==> src/rtl/gtp_pll0_reset_seq.sv <==
// PLL0 power-down / reset / lock-qualification sequencer for a GTPE2_COMMON tile.
// Drives PLL0PD and PLL0RESET, filters PLL0LOCK, retries on timeout and publishes pll0_ready.
module gtp_pll0_reset_seq #(
   parameter int INIT_WAIT_CYCLES    = 50,
   parameter int RESET_CYCLES        = 4,
   parameter int LOCK_TIMEOUT_CYCLES = 10000,
   parameter int LOCK_STABLE_CYCLES  = 16,
   parameter int MAX_RETRIES         = 3
) (
   input  logic       clk,
   input  logic       rst_n,
   input  logic       enable,
   input  logic       pll0lock,
   input  logic       pll0refclklost,
   output logic       pll0_pd,
   output logic       pll0_reset,
   output logic       pll0_ready,
   output logic       pll0_fail,
   output logic [3:0] retry_cnt
);

   localparam int MAX_A   = (INIT_WAIT_CYCLES > RESET_CYCLES) ? INIT_WAIT_CYCLES : RESET_CYCLES;
   localparam int MAX_B   = (LOCK_TIMEOUT_CYCLES > LOCK_STABLE_CYCLES) ? LOCK_TIMEOUT_CYCLES
                                                                       : LOCK_STABLE_CYCLES;
   localparam int MAX_CNT = (MAX_A > MAX_B) ? MAX_A : MAX_B;
   localparam int CNT_W   = $clog2(MAX_CNT) + 1;

   localparam logic [CNT_W-1:0] INIT_LAST   = CNT_W'(INIT_WAIT_CYCLES - 1);
   localparam logic [CNT_W-1:0] RESET_LAST  = CNT_W'(RESET_CYCLES - 1);
   localparam logic [CNT_W-1:0] TMO_LAST    = CNT_W'(LOCK_TIMEOUT_CYCLES - 1);
   localparam logic [CNT_W-1:0] STABLE_LAST = CNT_W'(LOCK_STABLE_CYCLES - 1);
   localparam logic [3:0]       RETRY_MAX   = 4'(MAX_RETRIES);

   typedef enum logic [2:0] {
      S_POWERDOWN,
      S_INIT_WAIT,
      S_RESET,
      S_WAIT_LOCK,
      S_READY,
      S_FAIL
   } state_t;

   state_t           state_q, state_d;
   logic [CNT_W-1:0] cnt_q, cnt_d;
   logic [CNT_W-1:0] stable_q, stable_d;
   logic [3:0]       retry_q, retry_d;
   logic             lock_meta_q, lock_sync_q;
   logic             lost_meta_q, lost_sync_q;
   logic             pd_q, rst_q, rdy_q, fail_q;

   function automatic logic [CNT_W-1:0] sat_inc(input logic [CNT_W-1:0] v);
      return (v == {CNT_W{1'b1}}) ? v : v + CNT_W'(1);
   endfunction

   always_ff @(posedge clk or negedge rst_n) begin
      if (!rst_n) begin
         lock_meta_q <= 1'b0;
         lock_sync_q <= 1'b0;
         lost_meta_q <= 1'b0;
         lost_sync_q <= 1'b0;
      end else begin
         lock_meta_q <= pll0lock;
         lock_sync_q <= lock_meta_q;
         lost_meta_q <= pll0refclklost;
         lost_sync_q <= lost_meta_q;
      end
   end

   always_ff @(posedge clk or negedge rst_n) begin
      if (!rst_n) begin
         state_q  <= S_POWERDOWN;
         cnt_q    <= '0;
         stable_q <= '0;
         retry_q  <= '0;
         pd_q     <= 1'b1;
         rst_q    <= 1'b1;
         rdy_q    <= 1'b0;
         fail_q   <= 1'b0;
      end else begin
         state_q  <= state_d;
         cnt_q    <= cnt_d;
         stable_q <= stable_d;
         retry_q  <= retry_d;
         // Outputs are decoded from the next state so they change on the same edge as the state.
         pd_q     <= (state_d == S_POWERDOWN);
         rst_q    <= (state_d == S_POWERDOWN) || (state_d == S_RESET);
         rdy_q    <= (state_d == S_READY);
         fail_q   <= (state_d == S_FAIL);
      end
   end

   always_comb begin
      state_d  = state_q;
      cnt_d    = cnt_q;
      stable_d = stable_q;
      retry_d  = retry_q;
      if (!enable) begin
         state_d  = S_POWERDOWN;
         cnt_d    = '0;
         stable_d = '0;
         retry_d  = '0;
      end else begin
         case (state_q)
            S_POWERDOWN: begin
               state_d = S_INIT_WAIT;
               cnt_d   = '0;
               retry_d = '0;
            end
            S_INIT_WAIT: begin
               if (cnt_q == INIT_LAST) begin
                  state_d = S_RESET;
                  cnt_d   = '0;
               end else begin
                  cnt_d = sat_inc(cnt_q);
               end
            end
            S_RESET: begin
               if (cnt_q == RESET_LAST) begin
                  state_d  = S_WAIT_LOCK;
                  cnt_d    = '0;
                  stable_d = '0;
               end else begin
                  cnt_d = sat_inc(cnt_q);
               end
            end
            S_WAIT_LOCK: begin
               cnt_d    = sat_inc(cnt_q);
               stable_d = lock_sync_q ? sat_inc(stable_q) : '0;
               // Refclk loss aborts without charging a retry; stable lock beats a coincident timeout.
               if (lost_sync_q) begin
                  state_d = S_RESET;
                  cnt_d   = '0;
               end else if (lock_sync_q && (stable_q >= STABLE_LAST)) begin
                  state_d = S_READY;
                  retry_d = '0;
               end else if (cnt_q == TMO_LAST) begin
                  cnt_d = '0;
                  if (retry_q < RETRY_MAX) begin
                     state_d = S_RESET;
                     retry_d = retry_q + 4'd1;
                  end else begin
                     state_d = S_FAIL;
                  end
               end
            end
            S_READY: begin
               if (!lock_sync_q || lost_sync_q) begin
                  state_d = S_RESET;
                  cnt_d   = '0;
               end
            end
            S_FAIL: state_d = S_FAIL;
            default: state_d = S_POWERDOWN;
         endcase
      end
   end

   assign pll0_pd    = pd_q;
   assign pll0_reset = rst_q;
   assign pll0_ready = rdy_q;
   assign pll0_fail  = fail_q;
   assign retry_cnt  = retry_q;

endmodule
==> config.mk <==
export PLATFORM = sky130hd
export DESIGN_NAME = gtp_pll0_reset_seq
export DESIGN_NICKNAME = d
export VERILOG_FILES = /design/src/rtl/gtp_pll0_reset_seq.sv
export SDC_FILE = /design/constraint.sdc
export NUM_CORES = 1
export LEC_CHECK = 0
export ABC_AREA = 0
export BUFFER_PORTS_ARGS = -buffer_cell sky130_fd_sc_hd__buf_2
export CORE_ASPECT_RATIO = 0.75
export CORE_MARGIN = 4
export CORE_UTILIZATION = 25
export DETAILED_ROUTE_END_ITERATION = 10
export GPL_TIMING_DRIVEN = 0
export MAX_ROUTING_LAYER = met4
export SKIP_LAST_GASP = 1
export SLEW_MARGIN = 20
export SYNTH_ARGS = -nofsm -noshare
export SYNTH_HDL_FRONTEND = slang
export SYNTH_SLANG_ARGS = --single-unit
==> constraint.sdc <==
create_clock -name clk -period 2.99 [get_ports clk]
set_input_delay 0.598 -clock clk [delete_from_list [all_inputs] [get_ports clk]]
set_output_delay 0.598 -clock clk [all_outputs]
set_load 0.1 [all_outputs]
==> results summary <==
The run finished with clean final reports. Walking the worst path, the cells encountered are ha_1, and3_1, nand4_1, or3_1, clkbuf_1, o21ai_1, buf_2, o21ai_0, o31ai_1. The hold violation total from the final report is 0. The number of buffer and inverter instances along the worst setup path is 2. The mean cell area of the mapped netlist came out at 8.89 um2. In this design, the stage delay of the slowest critical-path cell is 0.43 ns. The minimum setup slack among reg-to-reg paths is approximately 0.35 ns. The path class of the tightest hold or removal check is in -> async. The count of yosys warnings during synthesis came out at 0. The die width came out at between 100 and 150 um. The relative area change from synthesis to final layout came out at 15.3%. The critical-path maximum fanout is 10. The end of the worst register-to-register path is stable_q[8]$_DFFE_PN0P_. The proportion of layout cells with a drive suffix above 1 is 0.122. The startpoint identified for the worst register-to-register timing path is stable_q[0]$_DFFE_PN0P_. The fmax came out at around 380 MHz.

The effective utilization at floorplan came out at 0.259. The fraction of the cycle the final worst path needs is 0.883. The root buffer cell chosen for the clock tree is clkbuf_16. The estimated wirelength of the detail-placed design is about 4300 um. The cell count of the worst reg-to-reg path is 9. The post-synthesis share of cell area spent on xor and xnor gates is 0.00694. The first TritonRoute pass finished after 6 iterations. The number of antenna-violating nets in the routed design came out at 0. Setup repair after global routing left no endpoint under its margin. The final critical delay including setup and external delays is between 2 and 3 ns. By startpoint and endpoint, the worst setup path is classified as reg -> reg. The synthesized design contains 45 register bits. The count of input and output buffers came out at 12. The most frequent standard cell in the layout excluding fill and tap cells is dfrtp_1. The number of hold buffers added after CTS was 0. The total I/O pin count came out at 13. The relative slew slack is 0.615.

After the last flow step, the layout net total stands at 312. The area of the core is 0.00974 mm2. The weighted congestion at the end of routability-driven global placement is roughly 0.85. The synthesized design contains 0 enable-type register cells. The number of instances in the synthesized netlist is roughly 280. At the pin with the least slew margin, the transition time is between 0.5 and 0.6 ns. The total number of vias is between 2000 and 2500. For this run the aggregate overflow at the end of global routing stands at 0.

The critical path capture point type is a register. The cell area after technology mapping is 0.00252 mm2. The peak supply drop came out at 0.176 mV.

The floorplan die height is 95.0 um. The cell depth of the worst setup path came out at 9. The static leakage power came out at 1.28 nW. The final-report setup violation count is 0.

The TritonCTS buffer count came out at 5. STA puts the critical path data arrival time at ~2.8 ns. The number of setup buffers added after CTS is 0.

The number of antenna violations at the first check in global routing came to 0. Leaving out fill and tap cells, the most frequent cells in the layout are dfrtp_1 (43), nor2_1 (26), nand2_1 (25). The complex-gate fraction of the synthesized area was 0.204. The cell with the biggest individual delay on the critical path is dfrtp_1. The final design utilization came out at 0.299. The top cell family by delay on the critical path is simple AND/OR/NAND/NOR gates. CTS built an H-tree with a depth of 2. Across the run, the number of max-cap violations was 0. The count of distinct cell types in the synthesized netlist came out at 48. For the worst-skew pair, the clock arrives at the later sink with an insertion delay of around 0.29 ns.

The layout has 1004 filler cells. In the routed layout, each cell is associated on average with a via count of 5.18. The max-slew violation count is 0. TritonCTS built the clock tree.

The synthesized net count came out at 293. The via count of the first global-routing pass is 1947. The kind of start point of the critical path is a register. For this run, the total global-route usage over all layers was measured as 0.110. The setup clock skew after layout came out at about 0.0047 ns. The post-cts repair resize count is 0. Dividing the detail-routed wire length by the instance count gives between 10 and 15 um.

After synthesis, the share of cell area in mux cells is 0.00793. The sum of negative setup slack came out at 0 ns. Entering global routing, the biggest net connects 46 pins.

Among all flip-flop cells after synthesis, the most frequent one is dfrtp_1. The initial detailed-routing violation count is around 220. The die covers 0.0118 mm2.

The adder and majority gate portion of the synthesized area came out at 0.0198. For this run, the register share of the synthesized area comes to 0.447. The first global-routing pass estimated 10000 um of wire. The number of sinks handled by clock tree synthesis came out at between 40 and 50. The number of antenna diodes in the final layout is 0.

In this run the deepest clock path goes through 2 buffers. The power density of the placed cells came out at roughly 430 mW/mm2. After synthesis, the share of flip-flops with an asynchronous set or reset is 1.00.

The number of rows in the core area came out at 31. The clock edge transition at the registers on the reported setup and hold paths is around 0.060 ns. At the worst endpoint, the required time is around 3.2 ns.

The aggregate routed wire length is approximately 6000 um. The total DRC errors in the routed layout came out at 0. The dominant combinational cell family by area after synthesis is simple AND/OR/NAND/NOR gates. Of the total synthesized cell area, the portion taken by AND, OR, NAND and NOR gates is 0.271.
## worst max-delay path by stage
stage	startpoint	to	slack, ns
after floorplan	retry_cnt[0]$_DFFE_PN0P_	retry_cnt[2]$_DFFE_PN0P_	0.76
after global placement	stable_q[0]$_DFFE_PN0P_	stable_q[8]$_DFFE_PN0P_	0.46
after detailed placement	stable_q[0]$_DFFE_PN0P_	stable_q[8]$_DFFE_PN0P_	0.41
after CTS	stable_q[0]$_DFFE_PN0P_	stable_q[8]$_DFFE_PN0P_	0.41
after global routing	stable_q[0]$_DFFE_PN0P_	stable_q[8]$_DFFE_PN0P_	0.18
final	stable_q[0]$_DFFE_PN0P_	stable_q[8]$_DFFE_PN0P_	0.35
## registers in the layout (all words and copies together) (netlist names)
register	flops
pll0_fail	1
pll0_pd	1
lock_meta_q	1
lock_sync_q	1
pll0_ready	1
lost_meta_q	1
stable_q	15
pll0_reset	1
state_q	3
cnt_q	15
retry_cnt	4
lost_sync_q	1
## synth_stat cells (2+ instances only)
cell	instances	area (um2)
o21ai_0	22	110
and3_1	9	56.3
a211oi_1	3	22.5
o211ai_1	3	22.5
a41oi_1	3	26.3
and2_1	7	43.8
o41ai_1	2	17.5
a311oi_1	2	17.5
inv_1	12	45.0
dfstp_2	2	52.6
nor3_1	11	55.1
nor3b_1	2	15.0
clkbuf_1	6	22.5
a21oi_1	14	70.1
nand2_1	25	93.8
or2_2	2	12.5
nand3_1	16	80.1
buf_6	2	22.5
buf_2	4	20.0
nor2_1	26	97.6
or3_1	4	25.0
mux2i_1	2	20.0
nand4_1	8	50.1
ha_1	4	50.1
a21o_1	7	52.6
nor4_1	6	37.5
nand3b_1	2	15.0
and4_1	2	17.5
a211o_1	2	17.5
o21ai_1	6	30.0
a31oi_1	9	56.3
dfrtp_1	43	1080
## layout make-up
class	count	area, um2	share of cell area
Buffer	12	65.1	0.0224
Inverter	12	45.0	0.0155
Multi-Input combinational cell	215	1290	0.442
Clock buffer	7	153	0.0525
Tap cell	132	165	0.0567
Sequential cell	45	1130	0.388
Clock inverter	1	5.00	0.00172
Timing Repair Buffer	12	62.6	0.0215
## stage by stage
| step | total power [mW] | hold slack [ns] | instances | area, um2 | worst slack [ns] |
|---|---|---|---|---|---|
| 4_1_cts | 1.28 | 0.370 | 436 | 2910 | 0.410 |
| 2_1_floorplan | 0.662 | 0.302 | 284 | 2520 | 0.759 |
| 5_1_grt | 1.30 | 0.364 | 436 | 2910 | 0.177 |
| 3_5_place_dp | 0.688 | 0.356 | 428 | 2750 | 0.414 |
| 3_3_place_gp | 0.687 | 0.340 | 428 | 2750 | 0.458 |
| 6_report | 1.26 | 0.315 | 436 | 2910 | 0.351 |
## power by group
group	switching, mW	internal, mW	total [mW]
registers	0.00463	0.615	0.620
logic	0.0435	0.0125	0.0560
clock network	0.230	0.354	0.585
total	0.279	0.982	1.26
## logic make-up after synthesis
logic type                 count (synthesis)
and+or+nand+nor                          128
AOI/OAI and AO/OA                         79
DFF                                       45
buffers and inverters                     24
adders and majority gates                  4
xor gates and xnor gates                   2
muxes                                      2
## worst register-to-register path: stages (launching register included)
cell      delay [ns]
dfrtp_1         0.43
ha_1            0.23
and3_1          0.25
nand4_1         0.19
or3_1           0.41
clkbuf_1        0.22
o21ai_1         0.31
buf_2           0.29
o21ai_0         0.13
o31ai_1         0.08
## per-layer routing
layer  global-route usage  wire length (um)  vias to the layer above
li1                     -                 -                     1087
met1                0.178              3320                     1083
met2                0.129              2240                       82
met3               0.0214               420                        6
met4               0.0438                83                        0
met5                    -                 0                        -
(Power assumes the default switching activity.)
